**src/rtl/output_link_tx_if.sv**
```systemverilog
// Signal bundle for one output channel: crossbar side (flit in, ready/lock out)
// and link side (flit out, per-VC dequeue acks in, sticky error out).
interface output_link_tx_if #(
  parameter int DATA_WIDTH = 16,
  parameter int NVC        = 4,
  parameter int VCW        = 2
);
  logic [DATA_WIDTH-1:0] idata;
  logic                  ivalid;
  logic [VCW-1:0]        ivch;
  logic [NVC-1:0]        ordy;
  logic [NVC-1:0]        olck;
  logic [DATA_WIDTH-1:0] odata;
  logic                  ovalid;
  logic [VCW-1:0]        ovch;
  logic [NVC-1:0]        iack;
  logic                  err;

  modport master (
    output idata, ivalid, ivch, iack,
    input  ordy, olck, odata, ovalid, ovch, err
  );

  modport slave (
    input  idata, ivalid, ivch, iack,
    output ordy, olck, odata, ovalid, ovch, err
  );
endinterface

```
**src/rtl/output_link_tx.sv**
```systemverilog
// Transmit side of one router channel: registers accepted flits onto the link,
// tracks per-VC downstream credits and packet locks, flags protocol errors.
module output_link_tx #(
  parameter int DEPTH      = 4,
  parameter int CW         = 3,
  parameter int DATA_WIDTH = 16,
  parameter int NVC        = 4,
  parameter int VCW        = 2
) (
  input  logic               clk,
  input  logic               reset,
  output_link_tx_if.slave    lnk
);

  // Flit type lives in the top three bits of the flit.
  localparam int TYPE_MSB = DATA_WIDTH - 1;
  localparam int TYPE_LSB = DATA_WIDTH - 3;

  localparam logic [2:0] TYPE_NONE     = 3'd0;
  localparam logic [2:0] TYPE_HEAD     = 3'd1;
  localparam logic [2:0] TYPE_BODY     = 3'd2;
  localparam logic [2:0] TYPE_TAIL     = 3'd3;

  localparam logic [CW-1:0] DEPTH_C = CW'(DEPTH);

  logic [NVC-1:0][CW-1:0] cnt_q, cnt_d;
  logic [NVC-1:0]         lck_q, lck_d;
  logic [DATA_WIDTH-1:0]  odata_q, odata_d;
  logic                   ovalid_q, ovalid_d;
  logic [VCW-1:0]         ovch_q, ovch_d;
  logic                   err_q, err_d;

  logic [NVC-1:0] ordy_w;
  logic           acc;
  logic [2:0]     ftype;

  always_comb begin
    ordy_w = '0;
    for (int v = 0; v < NVC; v++) ordy_w[v] = (cnt_q[v] != '0);
  end

  always_comb begin
    ftype    = lnk.idata[TYPE_MSB:TYPE_LSB];
    acc      = lnk.ivalid && ordy_w[lnk.ivch];
    cnt_d    = cnt_q;
    lck_d    = lck_q;
    err_d    = err_q;
    odata_d  = acc ? lnk.idata : '0;
    ovalid_d = acc;
    ovch_d   = acc ? lnk.ivch : '0;

    if (lnk.ivalid && !acc) err_d = 1'b1;

    // A send and a credit return on the same VC in one cycle cancel out.
    for (int v = 0; v < NVC; v++) begin
      if (acc && (lnk.ivch == VCW'(v)) && !lnk.iack[v]) begin
        cnt_d[v] = cnt_q[v] - CW'(1);
      end else if (lnk.iack[v] && !(acc && (lnk.ivch == VCW'(v)))) begin
        if (cnt_q[v] == DEPTH_C) err_d = 1'b1;
        else                     cnt_d[v] = cnt_q[v] + CW'(1);
      end
    end

    if (acc) begin
      case (ftype)
        TYPE_HEAD: begin
          if (lck_q[lnk.ivch]) err_d = 1'b1;
          lck_d[lnk.ivch] = 1'b1;
        end
        TYPE_TAIL: begin
          if (!lck_q[lnk.ivch]) err_d = 1'b1;
          lck_d[lnk.ivch] = 1'b0;
        end
        TYPE_BODY: begin
          if (!lck_q[lnk.ivch]) err_d = 1'b1;
        end
        TYPE_NONE: ;
        // Remaining types are single-flit packets and must not interrupt one.
        default: begin
          if (lck_q[lnk.ivch]) err_d = 1'b1;
        end
      endcase
    end
  end

  always_ff @(posedge clk) begin
    if (reset) begin
      cnt_q    <= {NVC{DEPTH_C}};
      lck_q    <= '0;
      odata_q  <= '0;
      ovalid_q <= 1'b0;
      ovch_q   <= '0;
      err_q    <= 1'b0;
    end else begin
      cnt_q    <= cnt_d;
      lck_q    <= lck_d;
      odata_q  <= odata_d;
      ovalid_q <= ovalid_d;
      ovch_q   <= ovch_d;
      err_q    <= err_d;
    end
  end

  assign lnk.ordy   = ordy_w;
  assign lnk.olck   = lck_q;
  assign lnk.odata  = odata_q;
  assign lnk.ovalid = ovalid_q;
  assign lnk.ovch   = ovch_q;
  assign lnk.err    = err_q;

endmodule

```
**src/flat_wrapper.sv**
```systemverilog
// flat-port wrapper written by rule: the top's interface ports become plain ports
module output_link_tx_flat 
#(
  parameter int DEPTH      = 4,
  parameter int CW         = 3,
  parameter int DATA_WIDTH = 16,
  parameter int NVC        = 4,
  parameter int VCW        = 2
)
  (clk, reset, lnk_idata, lnk_ivalid, lnk_ivch, lnk_iack, lnk_ordy, lnk_olck, lnk_odata, lnk_ovalid, lnk_ovch, lnk_err);
  output_link_tx_if #(.DATA_WIDTH(DATA_WIDTH), .NVC(NVC), .VCW(VCW)) lnk_i ();
  input  logic clk;
  input  logic reset;
  input wire logic [$bits(lnk_i.idata)-1:0] lnk_idata;
  input wire logic [$bits(lnk_i.ivalid)-1:0] lnk_ivalid;
  input wire logic [$bits(lnk_i.ivch)-1:0] lnk_ivch;
  input wire logic [$bits(lnk_i.iack)-1:0] lnk_iack;
  output wire logic [$bits(lnk_i.ordy)-1:0] lnk_ordy;
  output wire logic [$bits(lnk_i.olck)-1:0] lnk_olck;
  output wire logic [$bits(lnk_i.odata)-1:0] lnk_odata;
  output wire logic [$bits(lnk_i.ovalid)-1:0] lnk_ovalid;
  output wire logic [$bits(lnk_i.ovch)-1:0] lnk_ovch;
  output wire logic [$bits(lnk_i.err)-1:0] lnk_err;
  assign lnk_i.idata = lnk_idata;
  assign lnk_i.ivalid = lnk_ivalid;
  assign lnk_i.ivch = lnk_ivch;
  assign lnk_i.iack = lnk_iack;
  assign lnk_ordy = lnk_i.ordy;
  assign lnk_olck = lnk_i.olck;
  assign lnk_odata = lnk_i.odata;
  assign lnk_ovalid = lnk_i.ovalid;
  assign lnk_ovch = lnk_i.ovch;
  assign lnk_err = lnk_i.err;
  output_link_tx #(.DEPTH(DEPTH), .CW(CW), .DATA_WIDTH(DATA_WIDTH), .NVC(NVC), .VCW(VCW)) u_core (.clk(clk), .reset(reset), .lnk(lnk_i));
endmodule
```
**config.mk**
```make
export PLATFORM = sky130hd
export DESIGN_NAME = output_link_tx_flat
export DESIGN_NICKNAME = d
export VERILOG_FILES = /design/src/rtl/output_link_tx_if.sv /design/src/rtl/output_link_tx.sv /design/src/flat_wrapper.sv
export SDC_FILE = /design/constraint.sdc
export NUM_CORES = 1
export LEC_CHECK = 0
export CORE_MARGIN = 5
export CORE_UTILIZATION = 52
export CTS_BUF_LIST = sky130_fd_sc_hd__clkbuf_8
export CTS_CLUSTER_DIAMETER = 60
export DETAILED_ROUTE_END_ITERATION = 12
export GPL_TIMING_DRIVEN = 0
export PLACE_DENSITY = 0.91
export RECOVER_POWER = 100
export SYNTH_ARGS = -nofsm -noshare
export SYNTH_HDL_FRONTEND = slang
export SYNTH_SLANG_ARGS = --single-unit
```
**constraint.sdc**
```tcl
create_clock -name clk -period 8.6 [get_ports clk]
set_clock_uncertainty 0.1 [all_clocks]
set_input_delay 1.29 -clock clk [delete_from_list [all_inputs] [get_ports clk]]
set_output_delay 1.29 -clock clk [all_outputs]
set_load 0.1 [all_outputs]
```
# After elaboration in Yosys (flattened, before gate mapping)
# Index checks and enable logic that the tools add are counted.
# classes
n_addsub,8
bitwise_logic,4
n_lt_le_gt_ge,2
reduce_logical,42
eq_ne,14
mux,36
# op_table
op,n
$mux W3,12
$mux W1,19
$logic_and A1 B1 Y1,15
$add A3 B1 Y3 const B,4
$eq A3 B3 Y1 const B,4
$reduce_bool A3 Y1,4
$sub A3 B1 Y3 const B,4
$reduce_and A2 Y1,5
$reduce_bool A2 Y1,5
$logic_not A1 Y1,9
$ne A2 B1 Y1 const B,4
$pmux W4 S2,1
$eq A3 B2 Y1 const B,2
$and A4 B4 Y4,1
$bmux W1 S2,2
$eq A2 B2 Y1 const B,2
$not A4 Y4,1
$or A4 B4 Y4,1
$reduce_or A2 Y1,2
$eq A3 B1 Y1 const B,1
$logic_not A3 Y1,1
$lt A2 B3 Y1 const B,1
$demux W1 S2,1
$eq A2 B1 Y1 const B,1
4 further kinds,4
# word_totals
ff_bits,36
elab_cells,115
input_bits,25
output_inout_bits,28

# Logic depth before layout (Yosys ltp)
# logic_depth
ltp_word,22
mapped_depth,13
depth_no_buf,11

# Worst setup path before layout
# Ideal clock, no wire load.
# synth_path
path_type,input -> register
from,input port lnk_ivch[1]
to,register u_core.cnt_q[2] in the netlist's numbering
arrival_ns,3.452
slack_ns,4.902
setup_ns,0.146
path_stages,11
required_time_ns,8.354
path_buffers,1
cell_sequence,buf_4 nand2_2 o22ai_4 or4b_4 nor3_2 ha_1 inv_1 fa_1 xor2_1 o31ai_1 o311ai_0
# synth_via
elab_chain_len,8
elab_cells_between_ends,12
classes_between,eq/ne: 1; mux: 3; reduce/logical: 8
# synth_lines
item,line,source
start: declaration,flat_wrapper.sv:16,input wire logic [$bits(lnk_i.ivch)-1:0] lnk_ivch;
$bmux W1 S2,output_link_tx.sv:44,acc = lnk.ivalid && ordy_w[lnk.ivch];
$mux W1 (implied by the code),output_link_tx.sv:44,
$logic_and A1 B1 Y1,output_link_tx.sv:44,
$logic_and A1 B1 Y1 *,"output_link_tx.sv:56, output_link_tx.sv:58",
$logic_not A1 Y1,output_link_tx.sv:58,end else if (lnk.iack[v] && !(acc && (lnk.ivch == VCW'(v)))) begin
$logic_and A1 B1 Y1,output_link_tx.sv:58,
$reduce_bool A2 Y1 (no source line),n/a,
$reduce_and A2 Y1 (no source line),n/a,
end signal: assignment,output_link_tx.sv:88,cnt_q <= {NVC{DEPTH_C}};
end signal: assignment,output_link_tx.sv:95,cnt_q <= cnt_d;
end: declaration,output_link_tx.sv:26,"logic [NVC-1:0][CW-1:0] cnt_q, cnt_d;"
# Every way passes the cells marked *; elsewhere a longest branch is shown, timed or not. The select of a mux whose other input is x is not followed.
# A chain may end at the register's enable or synchronous reset.

# Final worst setup path
# layout_path
from,input port lnk_ivch[1]
to,register u_core.cnt_q[5] in the netlist's numbering
# The elaborated chain is that of the path after synthesis.

==> results.py <==
metrics = {
    "drt": {
        "antenna_left": 0,
        "dr.pass1.iters": 4,
        "drc": 0,
        "routed-via-count": 1444,
        "vias_per_cell": 5.07,
        "wl_per_cell_um": 13.9,
        "drtIter0Drc": 40,
        "wirelength_mm": 3.96,
    },
    "synth": {
        "synth_common_cells": "36 x dfxtp_1, 18 x and3_1, 18 x inv_1",
        "synth-edff-count": 0,
        "synthAdderAreaFrac_pct": 10.2,
        "synth.net_count": 216,
        "synthCells": 179,
        "yosys_most_used_dff": "dfxtp_1",
        "synth_most_common_cell": "dfxtp_1",
        "avgSynthCellArea_um2": 9.85,
        "synth_compound_area_share_pct": 9.79,
        "ys_warn_count": 0,
        "synth_top_area_share_pct": 40.9,
        "synth-simple-area-share_pct": 26.3,
        "synth_seq_area_share_pct": 40.9,
        "synth-xor-area-share_pct": 1.99,
        "synth.cell_area_um2": 1760,
        "synthArstFlopShare_pct": 0,
        "yosys_register_bits": 36,
        "synth_mux_area_share_pct": 3.55,
        "synth_top_family_by_area": "simple AND/OR/NAND/NOR gates",
        "synth_top_cell_by_area": "dfxtp_1",
        "synth_cell_type_count": 40,
        "synth.area.top_cells": "dfxtp_1 41%, and3_1 6.4%, ha_1 5.7%",
    },
    "die": {
        "core_area_um2": 3310,
        "die_h_um": 68.2,
        "die_area_um2": 4650,
        "io_pins": 53,
        "initial_core_util_pct": 53.3,
        "dieWidth_um": 68.2,
        "num_rows": 21,
    },
    "finish": {
        "syn2layout_area_growth_pct": 35.3,
        "drive_above_1_share_pct": 7.95,
        "fin_nets": 275,
        "diodes": 0,
    },
    "clock_network": {
        "cts_resized": 0,
        "htree_levels": 2,
        "clk_latency_ps": 290,
        "clock-sinks": 36,
        "root_buffer": "clkbuf_8",
        "cts_tree": "built",
        "clkTransAtPathRegs_ps": 70,
        "hold_buffers": 0,
        "cts_made_buffers": 5,
        "cts_setup_buffers": 0,
        "cts_buffer_depth": 2,
    },
    "power": {
        "power_density_nw_per_um2": 168,
        "irDropWorstVdd_mv": 0.102,
        "static-leakage-power_nw": 1.02,
    },
    "setup_path": {
        "arrival_ps": 5130,
        "startpoint_type": "primary input",
        "worst-path-max-fanout": 10,
        "r2r_slack_ps": 5080,
        "critPathKind": "in -> reg",
        "cp.required_ps": 8640,
        "crit_path_end_kind": "flip-flop",
    },
    "placement": {
        "pre_cts_slack_ps": 4170,
        "dp_hpwl_mm": 3.13,
        "portBuffers": 52,
        "place_congestion": 0.798,
    },
    "global_route": {
        "antenna_found_initial": 0,
        "grt_pass1_vias": 1385,
        "grt.total_usage_pct": 18.5,
        "grt_first_pass_wirelength_mm": 6.31,
        "grt_max_degree": 13,
        "grt_overflow_total": 0,
    },
    "sta": {
        "fin_setup_tns_ps": 0,
        "worst_slack_ps": 3510,
        "worstMarginPinSlew_ps": 1010,
        "hold_viol_final": 0,
        "fmax_mhz": 196,
        "rsz0062_at_grt": "false",
        "finalWorstPathRequiredPeriod_ps": 5090,
        "slew_headroom_pct": 32.4,
        "slew_violations": 0,
        "fin_crit_sh_pct": 59.2,
        "setup_viol": 0,
    },
    "run": {
        "drv_cap": 0,
    },
    "run_status": {
        "run_status": "complete, no violations",
    },
    "hold_path": {
        "worst_hold_path_type": "reg -> reg",
    },
}
==> worst max-delay path: stages <==
cell           delay (ps)
dlygate4sd3_1         550
clkbuf_1              370
nor2b_1               160
nand2_2                80
inv_1                  60
nor4b_1               770
clkbuf_1              390
and2_0                200
ha_1                  210
inv_1                  80
fa_1                  430
xor2_1                170
o31ai_1               190
o311ai_0              170
==> per-stage QoR <==
step / hold WS, ps / std cells / total power [mW] / util [%] / area (µm²)
floorplan: 396 / 179 / 0.235 / - / 1760
global placement: 362 / 277 / 0.259 / 70.7 / 2340
detailed placement: 373 / 277 / 0.261 / 70.7 / 2340
CTS: 386 / 285 / 0.408 / 74.1 / 2450
global route: 411 / 285 / 0.414 / 72.0 / 2380
finish: 385 / 285 / 0.401 / 72.0 / 2380
==> report_power, final <==
group | switching (mW) | internal [mW]
sequential | 0.00208 | 0.172
combinational | 0.0534 | 0.0254
clock | 0.0629 | 0.0858
==> per-layer routing <==
| layer | share of wire, % | global-route usage [%] | vias to the layer above | routed length, µm |
|---|---|---|---|---|
| li1 | - | - | 740 | - |
| met1 | 42 | 21.7 | 658 | 1650 |
| met2 | 49 | 30.4 | 41 | 1950 |
| met3 | 7.2 | 4.93 | 5 | 286 |
| met4 | 1.9 | 10.2 | 0 | 74 |
| met5 | 0 | 0 | - | 0 |
==> cell type report <==
class,count,area (µm²)
Fill cell,255,926
Multi-Input combinational cell,117,865
Sequential cell,36,721
Timing Repair Buffer,52,520
Inverter,19,71.3
Clock buffer,5,68.8
Tap cell,46,57.6
Clock inverter,3,42.5
Buffer,7,38.8
==> worst paths after layout <==
kind,start,endpoint,cells past startpoint
hold reg to reg,flip-flop,flip-flop,2
setup reg to reg,u_core.cnt_q[0],u_core.cnt_q[5],11
hold / removal,flip-flop,flip-flop,2
setup / recovery,lnk_ivch[1],u_core.cnt_q[5],14
==> cell usage in the layout, fill, tap and decap left out, types with 5 or more instances in the layout <==
master	instances
a21oi_1	9
dfxtp_1	36
clkdlybuf4s50_1	23
inv_1	19
nor3_1	11
dlygate4sd3_1	29
clkbuf_8	5
nor4b_1	5
nand2_1	10
and3_1	18
nor2_1	12
ha_1	8
clkbuf_1	5
==> kinds of logic after synthesis <==
kind of cell / after synthesis
adder cells (fa/ha/maj): 12
flip-flops: 36
AO/OA/AOI/OAI: 23
multiplexers: 5
XOR/XNOR: 4
buffers and inverters: 26
AND/OR/NAND/NOR: 73
(Power assumes the default switching activity.)
==> patch: new RTL, same flow settings <==
`NVC` is set to 4 in 3 places; all go to 3.
--- a/src/rtl/output_link_tx_if.sv
+++ b/src/rtl/output_link_tx_if.sv
@@ -2,7 +2,7 @@
 // and link side (flit out, per-VC dequeue acks in, sticky error out).
 interface output_link_tx_if #(
   parameter int DATA_WIDTH = 16,
-  parameter int NVC        = 4,
+  parameter int NVC        = 3,
   parameter int VCW        = 2
 );
   logic [DATA_WIDTH-1:0] idata;
--- a/src/rtl/output_link_tx.sv
+++ b/src/rtl/output_link_tx.sv
@@ -4,7 +4,7 @@
   parameter int DEPTH      = 4,
   parameter int CW         = 3,
   parameter int DATA_WIDTH = 16,
-  parameter int NVC        = 4,
+  parameter int NVC        = 3,
   parameter int VCW        = 2
 ) (
   input  logic               clk,
--- a/src/flat_wrapper.sv
+++ b/src/flat_wrapper.sv
@@ -4,7 +4,7 @@
   parameter int DEPTH      = 4,
   parameter int CW         = 3,
   parameter int DATA_WIDTH = 16,
-  parameter int NVC        = 4,
+  parameter int NVC        = 3,
   parameter int VCW        = 2
 )
   (clk, reset, lnk_idata, lnk_ivalid, lnk_ivch, lnk_iack, lnk_ordy, lnk_olck, lnk_odata, lnk_ovalid, lnk_ovch, lnk_err);
Interface: changed (resized lnk_iack, lnk_olck and lnk_ordy); port bits go from 53 to 50. The function was not compared with the original's and may differ.
==> patch against the original RTL <==
- via count is 15% lower
- setup slack improved by 1.3 ns
- cell area fell by 16%
- area after synthesis decreased by 20%
- routed wire length fell by 16%
- sequential share of layout area is 1.9 points higher
- sequential cell count fell by 4
- total power fell by 17%
- critical path type unchanged
==> patch: results <==
group,metric,value,unit
run_status,status,"completed",
setup_path,reg2reg_depth,9,
setup_path,slowest_delay,0.65,ns
synthesis,synth.yosys.seq_area_share,45.59,%
setup_path,reg2reg_slack,6.12,ns
power_and_ir_drop,ir_drop,166.6,uV
layout,nNetsFinal,235,
synthesis,synthTopCellsByCount,"dfxtp_1, inv_1, and2_1, nor3_1, nor2_1",
grt,first_global_vias,1206,
layout,fill_cells,182,
setup_path,r2r-end,"u_core.cnt_q[8]$_SDFFE_PP1P_",
layout,drive_gt1_share,3.448,%
setup_path,endpoint,"u_core.cnt_q[2]$_SDFFE_PP1P_",
route,wl_met1,1280,um
place,portBuffers,48,
grt,grt_max_degree,11,
route,via_per_inst,5.292,
sta,slew_headroom,32.83,%
place,routabilityCongestion,0.7760,
synthesis,synth_compound_area_share,10.24,%
setup_path,slowest_stage,"dlygate4sd3_1",
synthesis,synth.area.top_cells,"dfxtp_1, and2_1, inv_1",
sta,holdWs,0.4147,ns
place,place_hpwl,2675,um
synthesis,synth_fa_ha_area_share,9.617,%
synthesis,syn_nets,180,
grt,grt_pass1_wl,5354,um
power_and_ir_drop,leakage,0.8062,nW
route,routedWlPerCell,14.30,um
route,wl_met3,288,um
synthesis,synth_cell_types,28,
route,drt_iter0_markers,32,
route,dr_wl_met2,1660,um
power_and_ir_drop,p_sw,96.47,uW
synthesis,synth_xor_area_share,1.870,%
setup_path,r2r-start,"u_core.cnt_q[6]$_SDFFE_PP0P_",
clock_tree,cts.repair.resized,0,
grt,grtUsageTotal,19.74,%
setup_path,cp.arrival,3.78,ns
setup_path,cp_max_fo,8,
==> patch: stage by stage <==
step           instance area, sq um  cells  power [mW]  worst slack, ns
2_1_floorplan                  1405    147      0.2032            5.339
3_3_place_gp                   1923    225      0.2247            4.774
3_5_place_dp                   1923    225      0.2265            4.634
4_1_cts                        2013    233      0.3390            4.955
5_1_grt                        1994    233      0.3479            4.615
6_report                       1994    233      0.3333            4.838
==> patch: cell type report <==
class,count,area [sq um],share of cell area (%)
Inverter,21,78.83,3.952
Tap cell,30,37.54,1.882
Timing Repair Buffer,48,480.5,24.09
Multi-Input combinational cell,91,655.6,32.87
Buffer,3,11.26,0.5646
Sequential cell,32,640.6,32.12
Clock inverter,2,7.507,0.3764
Clock buffer,6,82.58,4.141
==> patch: power by group through the flow <==
stage               logic [mW]  registers [mW]  clock network (mW)
global placement        0.0667           0.158                   0
floorplan               0.0174           0.186                   0
CTS                     0.0686           0.155               0.115
detailed placement      0.0683           0.158                   0
finish                  0.0658           0.155               0.113
global route            0.0697           0.155               0.123
==> patch: worst max-delay path: cells and delay by family <==
family	cells	cell delay, ns
buf+inv	2	0.73
fa+ha+maj	2	0.69
simple gates	2	0.50
compound gates	2	0.41
xor+xnor	1	0.16
==> patch: kinds of logic after synthesis <==
group           after synthesis
compound gates               21
xor+xnor                      3
fa+ha+maj                     9
buf+inv                      24
flops                        32
mux                           3
simple gates                 55
==> patch: routing by layer <==
metal | up-vias | track usage [%]
met5 | - | 0
met4 | 0 | 11.52
met3 | 10 | 7.025
met2 | 50 | 33.88
met1 | 567 | 20.64
li1 | 606 | -
